==> config.mk <==
export PLATFORM = sky130hd
export DESIGN_NAME = alu_exec
export DESIGN_NICKNAME = d
export VERILOG_FILES = /design/src/rtl/alu_exec_pkg.sv /design/src/rtl/alu_core.sv /design/src/rtl/alu_exec.sv
export SDC_FILE = /design/constraint.sdc
export NUM_CORES = 1
export LEC_CHECK = 0
export CAP_MARGIN = 20
export CORE_MARGIN = 8
export CORE_UTILIZATION = 56
export CTS_CLUSTER_DIAMETER = 60
export DETAILED_ROUTE_END_ITERATION = 12
export GPL_ROUTABILITY_DRIVEN = 1
export PLACE_DENSITY = 0.84
export SLEW_MARGIN = 10
export SYNTH_ARGS = -nofsm -noshare
export SYNTH_HDL_FRONTEND = slang
export SYNTH_SLANG_ARGS = --single-unit
==> constraint.sdc <==
create_clock -name clk -period 3.95 [get_ports clk]
set_input_delay 0.9875 -clock clk [delete_from_list [all_inputs] [get_ports clk]]
set_output_delay 0.9875 -clock clk [all_outputs]
set_load 0.005 [all_outputs]
==> src/rtl/alu_exec_pkg.sv <==
// Shared constants for the ALU execute stage: widths, ARM opcodes, flag indices,
// FSM encodings and small decode helpers.
package alu_exec_pkg;

  localparam int ALUAW  = 4;
  localparam int FLAGSW = 4;

  localparam logic [ALUAW-1:0] OP_AND = 4'h0;
  localparam logic [ALUAW-1:0] OP_EOR = 4'h1;
  localparam logic [ALUAW-1:0] OP_SUB = 4'h2;
  localparam logic [ALUAW-1:0] OP_RSB = 4'h3;
  localparam logic [ALUAW-1:0] OP_ADD = 4'h4;
  localparam logic [ALUAW-1:0] OP_ADC = 4'h5;
  localparam logic [ALUAW-1:0] OP_SBC = 4'h6;
  localparam logic [ALUAW-1:0] OP_RSC = 4'h7;
  localparam logic [ALUAW-1:0] OP_TST = 4'h8;
  localparam logic [ALUAW-1:0] OP_TEQ = 4'h9;
  localparam logic [ALUAW-1:0] OP_CMP = 4'hA;
  localparam logic [ALUAW-1:0] OP_CMN = 4'hB;
  localparam logic [ALUAW-1:0] OP_ORR = 4'hC;
  localparam logic [ALUAW-1:0] OP_MOV = 4'hD;
  localparam logic [ALUAW-1:0] OP_BIC = 4'hE;
  localparam logic [ALUAW-1:0] OP_MVN = 4'hF;

  localparam int FLAG_N = 3;
  localparam int FLAG_Z = 2;
  localparam int FLAG_C = 1;
  localparam int FLAG_V = 0;

  localparam logic [1:0] ST_IDLE = 2'd0;
  localparam logic [1:0] ST_BUSY = 2'd1;
  localparam logic [1:0] ST_DONE = 2'd2;

  // Compare/test ops (TST, TEQ, CMP, CMN) only touch the flags.
  function automatic logic op_writes_rd(input logic [ALUAW-1:0] op);
    return (op[3:2] != 2'b10);
  endfunction

  function automatic logic op_is_arith(input logic [ALUAW-1:0] op);
    return (op inside {OP_SUB, OP_RSB, OP_ADD, OP_ADC, OP_SBC, OP_RSC, OP_CMP, OP_CMN});
  endfunction

  function automatic logic [FLAGSW-1:0] merge_flags(input logic [FLAGSW-1:0] mask,
                                                    input logic [FLAGSW-1:0] old,
                                                    input logic n, input logic z,
                                                    input logic c, input logic v);
    logic [FLAGSW-1:0] nf;
    nf         = '0;
    nf[FLAG_N] = n;
    nf[FLAG_Z] = z;
    nf[FLAG_C] = c;
    nf[FLAG_V] = v;
    return (nf & mask) | (old & ~mask);
  endfunction

endpackage

==> src/rtl/alu_core.sv <==
// Combinational ARM data-processing datapath: opcode -> result, carry-out, overflow.
// Subtracts are folded into one adder as x + ~y + carry_in.
module alu_core
  import alu_exec_pkg::*;
(
  input  logic [ALUAW-1:0] opcode,
  input  logic [31:0]      a,
  input  logic [31:0]      b,
  input  logic             c_in,
  input  logic             v_in,
  input  logic             shifter_carry,
  output logic [31:0]      result,
  output logic             c_out,
  output logic             v_out
);

  logic [31:0] x;
  logic [31:0] y;
  logic        cin;
  logic [32:0] sum;
  logic        arith;

  always_comb begin
    x   = a;
    y   = b;
    cin = 1'b0;
    case (opcode)
      OP_SUB, OP_CMP: begin y = ~b; cin = 1'b1; end
      OP_RSB:         begin x = b; y = ~a; cin = 1'b1; end
      OP_ADC:         cin = c_in;
      OP_SBC:         begin y = ~b; cin = c_in; end
      OP_RSC:         begin x = b; y = ~a; cin = c_in; end
      default:        ;
    endcase
  end

  assign sum   = {1'b0, x} + {1'b0, y} + {32'b0, cin};
  assign arith = op_is_arith(opcode);

  always_comb begin
    case (opcode)
      OP_AND, OP_TST: result = a & b;
      OP_EOR, OP_TEQ: result = a ^ b;
      OP_ORR:         result = a | b;
      OP_MOV:         result = b;
      OP_BIC:         result = a & ~b;
      OP_MVN:         result = ~b;
      default:        result = sum[31:0];
    endcase
  end

  // Carry is "no borrow" for subtracts because of the inverted-operand form.
  assign c_out = arith ? sum[32] : shifter_carry;
  assign v_out = arith ? ((x[31] == y[31]) && (sum[31] != x[31])) : v_in;

endmodule

==> src/rtl/alu_exec.sv <==
// ALU execute stage: IDLE/BUSY/DONE handshake FSM, CPSR flag register and an
// optional 32-cycle shift-add multiplier enabled by defining MUL_EN.
// Handshake: an op transfers when in_valid & in_ready; a result transfers when
// out_valid & out_ready, and DONE holds all outputs stable until it does.
module alu_exec
  import alu_exec_pkg::*;
(
  input  logic              clk,
  input  logic              rst_n,
  input  logic              in_valid,
  output logic              in_ready,
  input  logic [ALUAW-1:0]  alu_opcode,
  input  logic [FLAGSW-1:0] should_set_cpsr,
  input  logic [31:0]       op_a,
  input  logic [31:0]       op_b,
  input  logic              shifter_carry,
  input  logic              is_mul,
  output logic              out_valid,
  input  logic              out_ready,
  output logic [31:0]       result,
  output logic              result_we,
  output logic [FLAGSW-1:0] cpsr_flags,
  output logic [1:0]        dbg_state
);

  logic [1:0]  state;
  logic        accept;
  logic        start_mul;
  logic [31:0] alu_res;
  logic        alu_c;
  logic        alu_v;

  assign in_ready  = (state == ST_IDLE) || ((state == ST_DONE) && out_ready);
  assign out_valid = (state == ST_DONE);
  assign accept    = in_valid && in_ready;
  assign dbg_state = state;

  alu_core u_core (
    .opcode        (alu_opcode),
    .a             (op_a),
    .b             (op_b),
    .c_in          (cpsr_flags[FLAG_C]),
    .v_in          (cpsr_flags[FLAG_V]),
    .shifter_carry (shifter_carry),
    .result        (alu_res),
    .c_out         (alu_c),
    .v_out         (alu_v)
  );

`ifdef MUL_EN
  logic [31:0]       mcand;
  logic [31:0]       mplier;
  logic [31:0]       acc;
  logic [5:0]        mcnt;
  logic [FLAGSW-1:0] mmask;
  logic              mul_done;

  assign start_mul = accept && is_mul;
  assign mul_done  = (mcnt == 6'd32);

  // One multiplier bit per BUSY cycle; the commit happens on the cycle after the 32nd step.
  always_ff @(posedge clk or negedge rst_n) begin
    if (!rst_n) begin
      mcand  <= '0;
      mplier <= '0;
      acc    <= '0;
      mcnt   <= '0;
      mmask  <= '0;
    end else if (start_mul) begin
      mcand  <= op_a;
      mplier <= op_b;
      acc    <= '0;
      mcnt   <= '0;
      mmask  <= should_set_cpsr;
    end else if ((state == ST_BUSY) && !mul_done) begin
      if (mplier[0]) acc <= acc + mcand;
      mcand  <= mcand << 1;
      mplier <= mplier >> 1;
      mcnt   <= mcnt + 6'd1;
    end
  end
`else
  logic unused_mul;
  assign unused_mul = is_mul;
  assign start_mul  = 1'b0;
`endif

  always_ff @(posedge clk or negedge rst_n) begin
    if (!rst_n) begin
      state      <= ST_IDLE;
      result     <= '0;
      result_we  <= 1'b0;
      cpsr_flags <= '0;
    end else begin
      case (state)
        ST_IDLE, ST_DONE: begin
          if (accept) begin
            if (start_mul) begin
              state <= ST_BUSY;
            end else begin
              state      <= ST_DONE;
              result     <= alu_res;
              result_we  <= op_writes_rd(alu_opcode);
              cpsr_flags <= merge_flags(should_set_cpsr, cpsr_flags,
                                        alu_res[31], (alu_res == 32'd0), alu_c, alu_v);
            end
          end else if ((state == ST_DONE) && out_ready) begin
            state <= ST_IDLE;
          end
        end
        ST_BUSY: begin
`ifdef MUL_EN
          if (mul_done) begin
            state      <= ST_DONE;
            result     <= acc;
            result_we  <= 1'b1;
            // Multiply never writes C or V.
            cpsr_flags <= merge_flags(mmask & 4'b1100, cpsr_flags,
                                      acc[31], (acc == 32'd0), 1'b0, 1'b0);
          end
`else
          state <= ST_IDLE;
`endif
        end
        default: state <= ST_IDLE;
      endcase
    end
  end

endmodule
==> results.py <==
metrics = {
    "detailed_routing": {
        "drt-initial-drc-count": 1539,
        "dr_wl_met3_um": 3620,
        "maxUsedRoutingLayer": "met4",
        "dr_wl_met2_um": 14700,
        "vias": 9939,
        "drtPass1Iterations": 6,
        "viasPerCell": 6.74,
        "drt-met1-wl_um": 10700,
        "totalWireLength_um": 31800,
        "ant_nets": 0,
        "wire_per_inst_um": 21.6,
        "post-route-drc-count": 0,
    },
    "yosys": {
        "synthMuxAreaShare": 0.0365,
        "synth_seq_cells": 38,
        "yosysTopAreaCellShare": 0.137,
        "syn_area_sq_um": 6920,
        "synth_fa_ha_area_frac": 0.120,
        "synthDistinctLibCells": 84,
        "synth_edf_count": 0,
        "synth_xor_area_frac": 0.0240,
        "synth_ff_type": "dfrtp_1",
        "ys_top_cells_by_area": "dfrtp_1 14%, ha_1 11%, nand2_1 9.9%",
        "syn-num-nets": 1146,
        "synth_top_area_cell": "dfrtp_1",
        "ys_warn_count": 0,
        "seq_area_frac_synth": 0.137,
        "async_flop_share": 1.00,
        "synth_compound_area_frac": 0.349,
        "yosys.area_share.simple": 0.241,
        "post_synth.cell_area_avg_sq_um": 6.90,
        "synth_top_family_by_area": "compound AO/OA/AOI/OAI gates",
        "syn_inst": 1003,
    },
    "timing": {
        "fin_worst_skew_ps": 6.87,
        "period_share": 1.07,
        "setup_ws_ps": -278,
        "setup_viol": 4,
        "grt_setup_unrepaired": "true",
        "clock.fmax_mhz": 237,
        "maxSlewHeadroom": 0.165,
        "hold_viol_final": 0,
        "period_needed_ps": 4230,
        "tightestPinTransition_ps": 1240,
        "slew_viol_final": 0,
    },
    "min_path": {
        "hold_path_class": "flip-flop to flip-flop",
        "holdPathStages": 2,
    },
    "cts": {
        "cts_buffers": 5,
        "clock_latency_ps": 280,
        "cts_buffer_depth": 2,
        "clock_sinks": 38,
        "hold_buffers": 0,
        "htreeDepth": 2,
        "clockRootBuffer": "clkbuf_16",
        "clk_pin_slew_worst_paths_ps": 60,
        "cts_tree": "yes",
    },
    "outcome": {
        "status": "complete, but fails checks",
        "violations": "setup timing",
    },
    "worst_setup_path": {
        "critical_path.endpoint_type": "flip-flop",
        "cp_top_family": "simple AND/OR/NAND/NOR gates",
        "crit_fanout": 3,
        "crit_top_cell": "nand4_1",
        "crit_type": "primary input to flip-flop",
        "path_depth": 13,
        "crit_required_ps": 4170,
        "cp_slowest_cell": "o41ai_1",
        "path_cells": "clkdlybuf4s50_1, inv_1, buf_4, ha_1, nand3_1, a21oi_1, o41ai_1, and4b_1, and4_1, nand4_1, nor4_2, nand4_1, nand2_1",
        "reg2reg_depth": 17,
        "cp-start-kind": "primary input",
        "cp_data_arrival_time_ps": 4450,
        "crit_path_max_incr_delay_ps": 1100,
        "cp.buffers_inverters": 3,
    },
    "finish": {
        "area.growth.synth_to_final_pct": 52.8,
        "nFillCells": 649,
        "multi_input_area_sq_um": 5750,
        "final_cell_mix": "233 x buf_4, 174 x nand2_1, 109 x clkdlybuf4s50_1, 75 x inv_1, 65 x o21ai_0",
        "drive_above_1_share": 0.283,
        "final-seq-area_sq_um": 951,
        "final_common_cell": "buf_4",
        "fin_util": 0.877,
        "n_antenna_cell": 0,
        "final_cells": 1474,
        "final_area_sq_um": 10600,
        "nets": 1449,
    },
    "floorplan": {
        "rows": 40,
        "die_area_sq_um": 16200,
        "die_h_um": 127,
        "die_w_um": 127,
        "core_area_sq_um": 12100,
        "io_pins": 119,
        "start_util": 0.574,
    },
    "grt": {
        "grt_usage": 0.344,
        "globalRouteOverflowTotal": 0,
        "grt_max_degree": 53,
        "grt_pass1_vias": 9089,
        "grt_antenna_before_repair": 0,
        "grt_pass1_wl_um": 45700,
    },
    "power_and_ir_drop": {
        "power_density_nw_per_um2": 281,
        "p_leak_uw": 0.00490,
        "ir_drop_v": 0.000317,
    },
    "place": {
        "postPlaceCellArea_sq_um": 9840,
        "place_congestion": 0.982,
        "dp.cells": 1448,
        "dp_slack_ps": -846,
        "hpwl_um": 20700,
        "port_buffers": 116,
    },
    "run": {
        "cap_violations": 0,
    },
}
[synthesized netlist by cell type, types with 13 or more instances]
cell,count
a21oi_1,75
a22oi_1,14
buf_2,15
clkbuf_1,42
dfrtp_1,38
ha_1,63
inv_1,76
mux2i_1,14
nand2_1,182
nand3_1,32
nor2_1,38
nor3_1,16
o211ai_1,19
o21ai_0,81
o221ai_1,37
o31ai_1,20
xor2_1,13
[worst reg2reg max path, delay by kind of cell (launching register included)]
| family | cells | cell delay [ps] |
|---|---|---|
| AOI/OAI and AO/OA | 8 | 1410 |
| and+or+nand+nor | 5 | 840 |
| buffers and inverters | 2 | 210 |
| DFF | 1 | 490 |
| adders and majority gates | 2 | 620 |
[cells by family (layout without fill, tap and decap cells)]
family	after synthesis	in the layout
other	1	1
adders and majority gates	65	65
buffers and inverters	150	452
AOI/OAI and AO/OA	350	350
DFF	38	38
muxes	24	24
xor gates and xnor gates	19	19
and+or+nand+nor	356	357
[area by class of cell]
type	count	area share
sequential	38	0.0899
timing repair buffer	368	0.306
tap	168	0.0199
inverter	77	0.0273
multi-input combinational	816	0.544
clock buffer	7	0.0125
[worst paths after layout]
check	startpoint	to	slack, ps
min in group asynchronous	rst_n	result[0]$_DFFE_PN0P_	820
max reg2reg	flip-flop	flip-flop	320
max	op_b[1]	flip-flop	-280
min	result[29]$_DFFE_PN0P_	result[29]$_DFFE_PN0P_	480
max in group asynchronous	rst_n	result[18]$_DFFE_PN0P_	2590
min reg2reg	result[29]$_DFFE_PN0P_	result[29]$_DFFE_PN0P_	480
[report_power, final]
group	switching, uW	internal, uW	total [uW]
Combinational	1050	1020	2060
Sequential	55.0	474	529
Clock	152	231	383
[metrics by stage]
step,power [uW],setup TNS [ps],hold slack [ps]
CTS,2760,-54.3,476
finish,2970,-444,475
global placement,2260,-12090,458
global route,3130,-1470,494
floorplan,1410,-3570,449
detailed placement,2310,-13740,464
[metal layers]
metal | GRT usage | vias up
li1 | - | 4310
met1 | 0.389 | 4471
met2 | 0.594 | 867
met3 | 0.0549 | 291
met4 | 0.218 | 0
met5 | 0 | -
[repair_timing]
| action | CTS | global route |
|---|---|---|
| setup endpoints to repair | 25 | 13 |
| endpoints found under the hold margin | 0 | 0 |
| cloned | 1 | 3 |
| buffers inserted | 5 | 11 |
| pin swaps | 26 | 26 |
| gates resized for setup | 50 | 65 |
Note: power is estimated with default switching activity, not from simulation.
==> variant 1, RTL diff (same settings) <==
Put one more register stage on the output `dbg_state`. The value now appears one clock later. The other outputs are not delayed to match.
--- a/src/rtl/alu_exec.sv
+++ b/src/rtl/alu_exec.sv
@@ -33,7 +33,9 @@
   assign in_ready  = (state == ST_IDLE) || ((state == ST_DONE) && out_ready);
   assign out_valid = (state == ST_DONE);
   assign accept    = in_valid && in_ready;
-  assign dbg_state = state;
+  always_ff @(posedge clk) begin
+    dbg_state <= state;
+  end
 
   alu_core u_core (
     .opcode        (alu_opcode),
Check against the original RTL: not equivalent (a bounded check fails within 4 cycles, from zero or initial values and one cycle with rst_n low).
==> variant 1 against the original RTL <==
  * The flow now stops in global routing (5_1_grt)
  * Area after synthesis is essentially flat
==> variant 1: results (changes against the original RTL) <==
| Metric | Value |
|---|---|
| Status | `aborted with a tool error` |
| Halt Stage | `global routing (5_1_grt)` |
| Err | `[ERROR GRT-0232] Routing congestion too high. Check the congestion heatmap in the GUI.` |
| Number of buffers added on ports | `116 (unchanged)` |
| CTS sink cnt | `39 (+2.6%)` |
| Grt ovf | `78` |
| Syn. warnings | `0 (unchanged)` |
| Top post-synthesis cells by area | `dfrtp_1, ha_1, nand2_1, o21ai_0, a21oi_1` |
| XOR/XNOR Fraction of Synth Area | `2.15% (-0.25 points)` |
| Largest net degree at the start of global routing | `42` |
| Final GP Congestion | `1.07 (+8.5%)` |
| Grt repair worst endpoint | `_2024_/D` |
| Cell count after synthesis | `1021 (+1.8%)` |
| Compound-Gate Fraction of Synth Area | `35.8% (+0.83 points)` |
| Top_reg_cell synth | `dfrtp_1` |
| Post-synthesis mux area share | `1.65% (-2.0 points)` |
| Commonest cells post-synth | `nand2_1, o21ai_0, inv_1, a21oi_1, ha_1` |
| Register area share after synthesis | `14.0% (+0.30 points)` |
| CTS Root Cell | `clkbuf_16` |
| Overall Global Routing Usage | `around 75%` |
| H-tree levels | `2 (unchanged)` |
| DP Cell Count | `1488 (+2.8%)` |
| Netlist cell types | `81 (-3.6%)` |
| Post-Syn Nets | `1164 (+1.6%)` |
| Post-synth ARST share | `97.4% (-2.6 points)` |
| Synth Area in Adders | `12.0% (about the same)` |
| Worst endpoint pin kind | `register data pin` |
| Clk buf depth | `2 (unchanged)` |
| DP Wirelength | `22.9 mm (+10%)` |
| EDFF count, synth | `0 (unchanged)` |
| Num CTS Buffers | `5 (unchanged)` |
-- variant 1: cell types whose count changed after synthesis, sizes merged, moves of 6 or more --
cell     change
mux2i        -6
or3          -9
mux2         -7
o31ai       -14
o211ai       -6
a21o         +6
o2111ai      -7
nor2        +14
o21a         +8
a211oi      +14
clkbuf       +6
o221ai       +6
xor2         -6
-- variant 1: layer usage --
metal,overflow,global-route usage [%]
met1,0,71.8
met2,44,87.4
met4,33,77.7
met5,0,31.6
met3,1,67.1
-- variant 1: what timing repair did --
action                     in CTS
setup endpoints to repair      23
setup buffers                  17
pin swaps                      30
resized for setup              57
-- variant 1: cell families after synthesis --
| group | after synthesis |
|---|---|
| AOI/OAI and AO/OA | 365 |
| xor gates and xnor gates | 17 |
| DFF | 39 |
| and+or+nand+nor | 366 |
| adders and majority gates | 65 |
| other | 1 |
| muxes | 11 |
| buffers and inverters | 157 |
-- variant 1: per-stage QoR --
| stage | utilization (%) | setup TNS (ns) | worst slack (ns) | area, sq um |
|---|---|---|---|---|
| after floorplan | - | -4.12 | -0.755 | 7270 |
| after global placement | 84.2 | -12.32 | -1.00 | 10200 |
| after detailed placement | 84.2 | -16.09 | -1.21 | 10200 |
| after CTS | 87.5 | -0.432 | -0.432 | 10600 |
==> variant 2, RTL diff (same settings) <==
Made on the original files. Add a define of `MUL_EN`.
--- a/src/rtl/alu_exec.sv
+++ b/src/rtl/alu_exec.sv
@@ -2,6 +2,8 @@
 // optional 32-cycle shift-add multiplier enabled by defining MUL_EN.
 // Handshake: an op transfers when in_valid & in_ready; a result transfers when
 // out_valid & out_ready, and DONE holds all outputs stable until it does.
+`define MUL_EN
+
 module alu_exec
   import alu_exec_pkg::*;
 (
Behaviour: not the same (Yosys sat finds a counterexample within 4 cycles, from zero or initial values and one cycle with rst_n low).
==> variant 2 against the original RTL <==
  * The flow still finishes with violations (setup timing)
  * Critical path depth up 8
  * Area after synthesis rose by 85%
  * Power rose to 3.4 times the old value
  * Final area up 68%
  * Wire length rose by 62%
  * Sequential power rose to 5.1 times the old value
  * Count of clock-buffer cells in the layout grew 11
  * Clock power grew to 4.4 times the old value
  * Sequential cell count increased by 105
  * Setup slack got worse by 0.53 ns
  * Die area up 73%
  * Non-clock buffer count increased by 75
  * Critical path type unchanged
  * Largest power group unchanged
  * Highest routed layer unchanged
==> variant 2: results (changes against the original RTL) <==
| Metric | Value |
|---|---|
| Worst Path Arrival | `5.11 ns (+0.66 ns)` |
| Wire per inst | `21.8 um (+1.1%)` |
| DP Cell Count | `2305 (+59%)` |
| Post-synthesis mux area share | `1.54% (-2.1 points)` |
| Fin nets | `2235 (+54%)` |
| LEAKAGE | `8.27 nW (+69%)` |
| Worst slew margin | `43.2% (+27 points)` |
| Top post-synthesis cells by area | `dfrtp_1, ha_1, nand2_1, o21ai_0, a21oi_1` |
| Via-per-instance ratio | `6.51 (-3.4%)` |
| Num CTS Buffers | `17 (+12)` |
| Setup ws final | `-0.808 ns (-0.530 ns)` |
| Path depth of the worst reg2reg path | `19 (+2)` |
| Final setup fails | `22 (+18)` |
| Syn avg cell area | `7.50 sq um (+8.7%)` |
| Failing checks | `setup timing` |
| Overall Global Routing Usage | `35.5% (+1.1 points)` |
| Setup slack after placement | `-1.73 ns (-0.881 ns)` |
| Peak supply drop | `0.419 mV (+32%)` |
| First-pass detailed-route iteration total | `5 (-1)` |
| Critical-path maximum fanout | `19 (+16)` |
| Compound-Gate Fraction of Synth Area | `29.9% (-5.0 points)` |
| Layout cell share with drive strength beyond 1 | `24.7% (-3.6 points)` |
| Reg2reg setup slack | `-0.28 ns (-0.60 ns)` |
| Synth Area in Adders | `9.86% (-2.1 points)` |
| Status | `finished with violations` |
| First DRT Iteration DRCs | `1665 (+8.2%)` |
| Clock Skew | `0.0104 ns (+0.00354 ns)` |
| Fillers | `1581 (+140%)` |
| First-pass GRT wire length | `80.0 mm (+75%)` |
## variant 2: report_power, final
part / total (mW) / internal (mW) / switching [mW]
logic: 5.63 / 2.51 / 3.13
clock network: 1.67 / 0.891 / 0.777
registers: 2.68 / 2.11 / 0.580
## variant 2: worst max path at each step
stage | startpoint | to | slack [ns]
2_1_floorplan | alu_opcode[0] | register | -1.11
3_3_place_gp | alu_opcode[3] | register | -1.58
3_5_place_dp | alu_opcode[3] | register | -1.73
4_1_cts | alu_opcode[3] | register | -0.72
5_1_grt | alu_opcode[3] | result[30] | -0.97
6_report | alu_opcode[3] | register | -0.81
## variant 2: critical path, stage by stage
cell and delay (ns):
buf_8 0.10, or3_4 0.40, buf_4 0.22, nor2_2 0.15, a211oi_4 0.07, fa_2 0.38, inv_2 0.06, fa_2 0.21
buf_6 0.11, a211oi_4 0.06, o21ai_2 0.18, buf_6 0.14, nand3_4 0.06, a31o_4 0.24, o21a_4 0.23, o2111a_1 0.27
a211oi_2 0.29, nand4_1 0.16, a2111oi_2 0.38, nand4b_1 0.16, o31ai_2 0.22
## variant 2: through the flow
step                      area (sq um)  hold WS [ns]  total power, mW  util [%]  setup TNS [ns]
final                            17700         0.479             9.98      78.8           -7.96
after global placement           16300         0.457             7.56      72.5          -29.97
after detailed placement         16300         0.464             7.76      72.5          -33.18
after floorplan                  13000         0.446             5.63         -          -11.58
after global routing             17700         0.508             10.6      78.8          -11.16
after CTS                        17300         0.482             9.61      76.9           -6.00
## variant 2: cell families (layout without fill, tap and decap cells)
group | after synthesis | after routing
buffers and inverters | 199 | 565
multiplexers | 19 | 19
XOR/XNOR | 45 | 45
adder cells (fa/ha/maj) | 99 | 99
AND/OR/NAND/NOR | 606 | 606
flip-flops | 143 | 143
AO/OA/AOI/OAI | 594 | 594
## variant 2: layout make-up
cell class	count	area (sq um)	area share, %
sequential	143	3580	20.2
inverter	90	348	1.96
clock buffer	18	429	2.42
multi-input combinational	1363	9160	51.6
timing repair buffer	443	3720	21.0
clock inverter	14	145	0.818
tap	285	357	2.01
## variant 2: per-layer routing
metal	wire [um]	global-route usage (%)	vias to the layer above	part of all wire (%)
met5	0	0	-	0
met4	4110	24.4	0	8.0
met3	4630	6.89	281	9.0
met2	23500	58.6	915	46
met1	19200	41.4	7228	37
li1	-	-	6915	-
## variant 2: what timing repair did
action,in CTS,in global routing
pin swaps,42,69
buffers inserted,14,12
endpoints found under the setup margin,30,32
resized for setup,84,88
